===== src/rtl/dest_reg_pipe.sv =====
//------------------------------------------------------------------------------
// Module   : dest_reg_pipe
// Brief    : Destination-register select plus per-stage {dest, we} tracking
//            with stall/flush control and combinational hazard match flags.
// Revision : 1.0 - initial release
//------------------------------------------------------------------------------
`default_nettype none

module dest_reg_pipe #(
    parameter int ADDR_W   = 5,
    parameter int STAGES   = 3,
    parameter int LINK_REG = 31
) (
    input  logic                       i_clk,
    input  logic                       i_reset,
    input  logic [ADDR_W-1:0]          i_RT,
    input  logic [ADDR_W-1:0]          i_RD,
    input  logic [1:0]                 i_dest_sel,
    input  logic                       i_reg_write,
    input  logic                       i_valid,
    input  logic                       i_stall,
    input  logic                       i_flush,
    input  logic [ADDR_W-1:0]          i_RS_src,
    input  logic [ADDR_W-1:0]          i_RT_src,
    output logic [ADDR_W-1:0]          o_mux_RD,
    output logic [STAGES*ADDR_W-1:0]   o_stage_dest,
    output logic [STAGES-1:0]          o_stage_we,
    output logic [ADDR_W-1:0]          o_wb_dest,
    output logic                       o_wb_we,
    output logic [STAGES-1:0]          o_hazard_rs,
    output logic [STAGES-1:0]          o_hazard_rt
);

    localparam logic [1:0]        c_SEL_RD   = 2'b00;
    localparam logic [1:0]        c_SEL_RT   = 2'b01;
    localparam logic [1:0]        c_SEL_LINK = 2'b10;
    localparam logic [1:0]        c_SEL_NONE = 2'b11;
    localparam logic [ADDR_W-1:0] c_LINK     = ADDR_W'(LINK_REG);
    localparam logic [ADDR_W-1:0] c_ZERO     = '0;

    logic [ADDR_W-1:0] r_dest [STAGES];
    logic              r_we   [STAGES];

    logic [ADDR_W-1:0] w_mux;
    logic              w_we_in;

    always_comb begin
        w_mux = c_ZERO;
        case (i_dest_sel)
            c_SEL_RD:   w_mux = i_RD;
            c_SEL_RT:   w_mux = i_RT;
            c_SEL_LINK: w_mux = c_LINK;
            default:    w_mux = c_ZERO;
        endcase
    end

    // $0 is hardwired, so a write aimed at it is never tracked as pending
    assign w_we_in = i_valid & i_reg_write & (i_dest_sel != c_SEL_NONE) & (w_mux != c_ZERO);

    always_ff @(posedge i_clk or negedge i_reset) begin
        if (!i_reset) begin
            r_dest[0] <= c_ZERO;
            r_we[0]   <= 1'b0;
        end else if (i_flush) begin
            r_dest[0] <= c_ZERO;
            r_we[0]   <= 1'b0;
        end else if (!i_stall) begin
            r_dest[0] <= w_mux;
            r_we[0]   <= w_we_in;
        end
    end

    // A stall keeps the instruction in stage 0 and sends a bubble forward
    always_ff @(posedge i_clk or negedge i_reset) begin
        if (!i_reset) begin
            r_dest[1] <= c_ZERO;
            r_we[1]   <= 1'b0;
        end else if (i_stall) begin
            r_dest[1] <= c_ZERO;
            r_we[1]   <= 1'b0;
        end else begin
            r_dest[1] <= r_dest[0];
            r_we[1]   <= r_we[0];
        end
    end

    genvar k;
    generate
        for (k = 2; k < STAGES; k++) begin : g_shift
            always_ff @(posedge i_clk or negedge i_reset) begin
                if (!i_reset) begin
                    r_dest[k] <= c_ZERO;
                    r_we[k]   <= 1'b0;
                end else begin
                    r_dest[k] <= r_dest[k-1];
                    r_we[k]   <= r_we[k-1];
                end
            end
        end

        for (k = 0; k < STAGES; k++) begin : g_out
            assign o_stage_dest[k*ADDR_W +: ADDR_W] = r_dest[k];
            assign o_stage_we[k]  = r_we[k];
            assign o_hazard_rs[k] = r_we[k] & (r_dest[k] == i_RS_src) & (i_RS_src != c_ZERO);
            assign o_hazard_rt[k] = r_we[k] & (r_dest[k] == i_RT_src) & (i_RT_src != c_ZERO);
        end
    endgenerate

    assign o_mux_RD  = r_dest[0];
    assign o_wb_dest = r_dest[STAGES-1];
    assign o_wb_we   = r_we[STAGES-1];

endmodule

`default_nettype wire


===== config.mk =====
export PLATFORM = sky130hd
export DESIGN_NAME = dest_reg_pipe
export DESIGN_NICKNAME = d
export VERILOG_FILES = /design/src/rtl/dest_reg_pipe.sv
export SDC_FILE = /design/constraint.sdc
export NUM_CORES = 1
export LEC_CHECK = 0
export BUFFER_PORTS_ARGS = -buffer_cell sky130_fd_sc_hd__buf_2
export CAP_MARGIN = 10
export CORE_ASPECT_RATIO = 2
export CORE_MARGIN = 2
export CORE_UTILIZATION = 44
export DETAILED_ROUTE_END_ITERATION = 10
export PLACE_DENSITY_LB_ADDON = 0.08
export SETUP_SLACK_MARGIN = 0.15
export SLEW_MARGIN = 15
export SYNTH_ARGS = -nofsm -noshare
export SYNTH_HDL_FRONTEND = slang
export SYNTH_SLANG_ARGS = --single-unit

===== constraint.sdc =====
create_clock -name i_clk -period 1.4 [get_ports i_clk]
set_input_delay 0.28 -clock i_clk [delete_from_list [all_inputs] [get_ports i_clk]]
set_output_delay 0.28 -clock i_clk [all_outputs]
set_load 0.02 [all_outputs]

==> implementation parameters <==
Parameter                              Value

Clock network
  Cell at the root of the clock tree    sky130_fd_sc_hd__clkbuf_8
  Number of buffers created by CTS    3
  Maximum clock path buffer count    2
  Reg clk slew, reported paths    0.06 ns
  Latest clock arrival within the worst-skew pair    0.25 ns
  Depth of the CTS H-tree    1
  CTS tree    yes
  Number of clock sinks    18

Worst setup path
  Crit path buf inv count    1
  Setup slack of the worst register-to-register path    0.31 ns
  Kind of start point of the critical path    flop
  Worst setup path startpoint    o_stage_dest[8]
  Path length in cells of the critical path    4
  Data arrival time of the worst path    1.42 ns
  Crit Path Max Fanout    3
  CP endpoint kind    output pin
  Capturing instance or port of the critical path    o_hazard_rt[1]
  Largest stage delay on the critical path    0.43 ns
  Critical path's slowest cell    sky130_fd_sc_hd__dfrtp_1
  Required time reported for the critical path endpoint    1.12 ns
  CP top delay family    flip-flops
  Worst Reg-to-Reg Cells    5
  Reg2Reg Launch Point    o_mux_RD[2]
  Start-to-end type of the worst setup path    flop to output pin
  List of cells traversed by the critical path    xnor2_1 > nand4_1 > nor4_4 > buf_4
  End of the worst register-to-register path    o_mux_RD[2]

Drt
  First DRT Iteration DRCs    3
  Via density per instance    5.167
  Via count of the routed design    1,209
  Routed wire length per instance    14.85 um
  Total Wirelength    3476 um
  Post-route DRC violation count    0
  Final ANT Viol Nets    0
  DR pass1 iterations    2

Global route
  Pin count of the biggest net entering global routing    19
  Global-route total usage across every layer    between 20% and 30%
  First-pass GRT wire length    ~5200 um
  Number of global-route vias before repair    1,203
  Aggregate global routing overflow    0
  Number of antenna violations at the first check in global routing    0

Floorplanning
  Effective utilization at floorplan    45.76%
  Floorplan die area    3091 um^2
  Die Y    76.65 um
  Row Count    26
  Die outline width    40.33 um
  Area of the core    2537 um^2
  Number of primary I/O pins    63

STA
  RSZ-0062 raised after global routing    yes
  Setup violators final    8
  Max Slew Vio Count    0
  Tcrit/Tclk final    121.3%
  Slew headroom    between 70% and 80%
  Worst Hold Slack    roughly 0.27 ns
  Crit path setup slack, layout    -0.2982 ns
  Final count of hold timing violations    0
  Final worst path period need    roughly 1.7 ns
  Pin slew with the least headroom to its limit    0.3872 ns
  Skew final    0.0003626 ns
  Fmax    0.5889 GHz
  Final TNS setup    -1.622 ns

Synthesis
  Cell type with the highest aggregate area in the netlist    sky130_fd_sc_hd__dfrtp_1
  Register area share after synthesis    around two fifths
  Distinct cells, synth    21
  FFs w/ async S/R, synth    100.0%
  Syn Area/Cell    around 9.4 um^2
  Commonest cells in the synthesized netlist    sky130_fd_sc_hd__xnor2_1, sky130_fd_sc_hd__dfrtp_1, sky130_fd_sc_hd__buf_4
  Top flip-flop cell by instance count after synthesis    sky130_fd_sc_hd__dfrtp_1
  Share of Yosys cell area claimed by the top area cell type    38.79%
  Syn nets    around 150
  Register bit total from synthesis    18
  Post-synthesis cell count    123
  Most common cell in the netlist    sky130_fd_sc_hd__xnor2_1
  Largest cells by area after synthesis    sky130_fd_sc_hd__dfrtp_1, sky130_fd_sc_hd__xnor2_1, sky130_fd_sc_hd__xor2_1
  Area of the mapped netlist    1161 um^2
  Number of synthesized flops with an enable pin    0
  Synth warn    0

Placement
  Placed wire-length estimate    2658 um
  Placement-stage worst setup slack    -0.2868 ns
  Placed cell areas    between 1500 and 2000 um^2
  Routability-driven placement congestion ratio    0.7917
  Number of buffers added on ports    62

Final layout
  Fillcell total    167
  Proportion of layout cells with a drive suffix above 1    55.83%
  Area added between synthesis and finish    73.49%
  Net count, final    ~240
  Final Instance Area    2014 um^2
  Number of diodes added for antenna fixing    0

Worst hold path
  Hold/Removal Path Class    input pin to flop
  Launch instance of the worst min-delay path    i_flush

Power
  Power density relative to cell area    699.2 nW/um^2
  Max IR drop VDD    619.5 uV
  Static Leakage    0.0009426 uW

Outcome
  Status    complete, but fails checks
  Violations in the final reports    setup timing

Job
  Max-Cap Viols    0
cells by family after synthesis:
logic type,Yosys count,synth area share (%)
flip-flops,18,38.79
XOR/XNOR,30,22.63
AO/OA/AOI/OAI,16,8.405
buffers and inverters,15,8.728
AND/OR/NAND/NOR,44,21.44
repair_timing:
item	CTS	global route
gates resized for setup	39	22
pin swaps	10	6
buffers inserted	6	8
setup endpoints to repair	20	21
hold endpoints to repair	18	0
hold buffers	1	0
report_power, final:
part / leakage (uW) / switching, uW / total [uW] / internal [uW]
clock network: 0.0000228 / 166 / 368 / 202
registers: 0.000238 / 31.9 / 576 / 544
logic: 0.000682 / 227 / 465 / 238
worst min path at each step:
stage,slack [ns],to,depth (start not counted)
global route,0.27,o_mux_RD[1],2
floorplan,-0.02,o_mux_RD[0],0
finish,0.27,o_mux_RD[0],2
detailed placement,0.23,o_wb_we,1
CTS,0.27,o_mux_RD[1],2
global placement,0.22,o_wb_dest[3],1
worst register-to-register path, cell delays in order, from the launching register on:
cell and delay (ns):
sky130_fd_sc_hd__dfrtp_1 0.42, sky130_fd_sc_hd__buf_6 0.14, sky130_fd_sc_hd__buf_6 0.11, sky130_fd_sc_hd__buf_4 0.13
sky130_fd_sc_hd__a21oi_1 0.14, sky130_fd_sc_hd__nor2_1 0.05
layer usage:
layer | wire (um) | track usage (%)
met2 | 2143 | 46.03
met1 | 1139 | 22.67
met5 | 0 | 0
met3 | 138 | 0.8671
met4 | 55 | 9.000
layout make-up:
class / count / area (um^2) / share of cell area [%]
well taps: 28 / 35.03 / 1.739
repair buffers: 94 / 728.2 / 36.15
multi-input cells: 90 / 750.7 / 37.27
flip-flops and latches: 18 / 455.4 / 22.61
clock buffers: 4 / 45.04 / 2.236
sequential cells by signal, summed over array words and instances (netlist names):
| name | flops |
|---|---|
| o_stage_we | 2 |
| o_stage_dest | 5 |
| o_wb_dest | 5 |
| o_mux_RD | 5 |
| o_wb_we | 1 |
cells in the final DEF (no fill, tap or decap):
| cell | netlist | routed |
|---|---|---|
| sky130_fd_sc_hd__nor2_4 | 0 | 2 |
| sky130_fd_sc_hd__nor2b_1 | 6 | 6 |
| sky130_fd_sc_hd__buf_6 | 0 | 30 |
| sky130_fd_sc_hd__buf_4 | 11 | 26 |
| sky130_fd_sc_hd__or4_4 | 0 | 2 |
| sky130_fd_sc_hd__a211oi_1 | 6 | 6 |
| sky130_fd_sc_hd__dlygate4sd3_1 | 0 | 1 |
| sky130_fd_sc_hd__nor3_1 | 7 | 6 |
| sky130_fd_sc_hd__nand2_1 | 2 | 2 |
| sky130_fd_sc_hd__nor2_1 | 6 | 6 |
| sky130_fd_sc_hd__clkbuf_1 | 1 | 1 |
| sky130_fd_sc_hd__xor2_1 | 10 | 10 |
| sky130_fd_sc_hd__nand3_1 | 1 | 1 |
| sky130_fd_sc_hd__clkbuf_8 | 0 | 3 |
| sky130_fd_sc_hd__xnor2_2 | 0 | 5 |
| sky130_fd_sc_hd__o21ai_0 | 2 | 2 |
| sky130_fd_sc_hd__o21bai_1 | 1 | 1 |
| sky130_fd_sc_hd__xnor2_1 | 20 | 15 |
| sky130_fd_sc_hd__a21oi_1 | 7 | 7 |
| sky130_fd_sc_hd__dfrtp_2 | 0 | 4 |
| sky130_fd_sc_hd__nand3b_1 | 1 | 1 |
| sky130_fd_sc_hd__nand4_1 | 6 | 6 |
| sky130_fd_sc_hd__nor4_1 | 6 | 1 |
| sky130_fd_sc_hd__nor4_4 | 0 | 5 |
| sky130_fd_sc_hd__nor3_4 | 0 | 1 |
| sky130_fd_sc_hd__buf_2 | 3 | 37 |
| sky130_fd_sc_hd__dfrtp_1 | 18 | 14 |
| sky130_fd_sc_hd__nand2b_1 | 5 | 5 |
through the flow:
| stage | std cells | util, % | power [uW] |
|---|---|---|---|
| floorplan | 123 | - | 794.4 |
| global placement | 216 | 64.94 | 942.0 |
| detailed placement | 216 | 64.94 | 950.4 |
| CTS | 227 | 74.01 | 1374 |
| global route | 234 | 79.39 | 1477 |
| finish | 234 | 79.39 | 1409 |
Note: power is estimated with default switching activity, not from simulation.
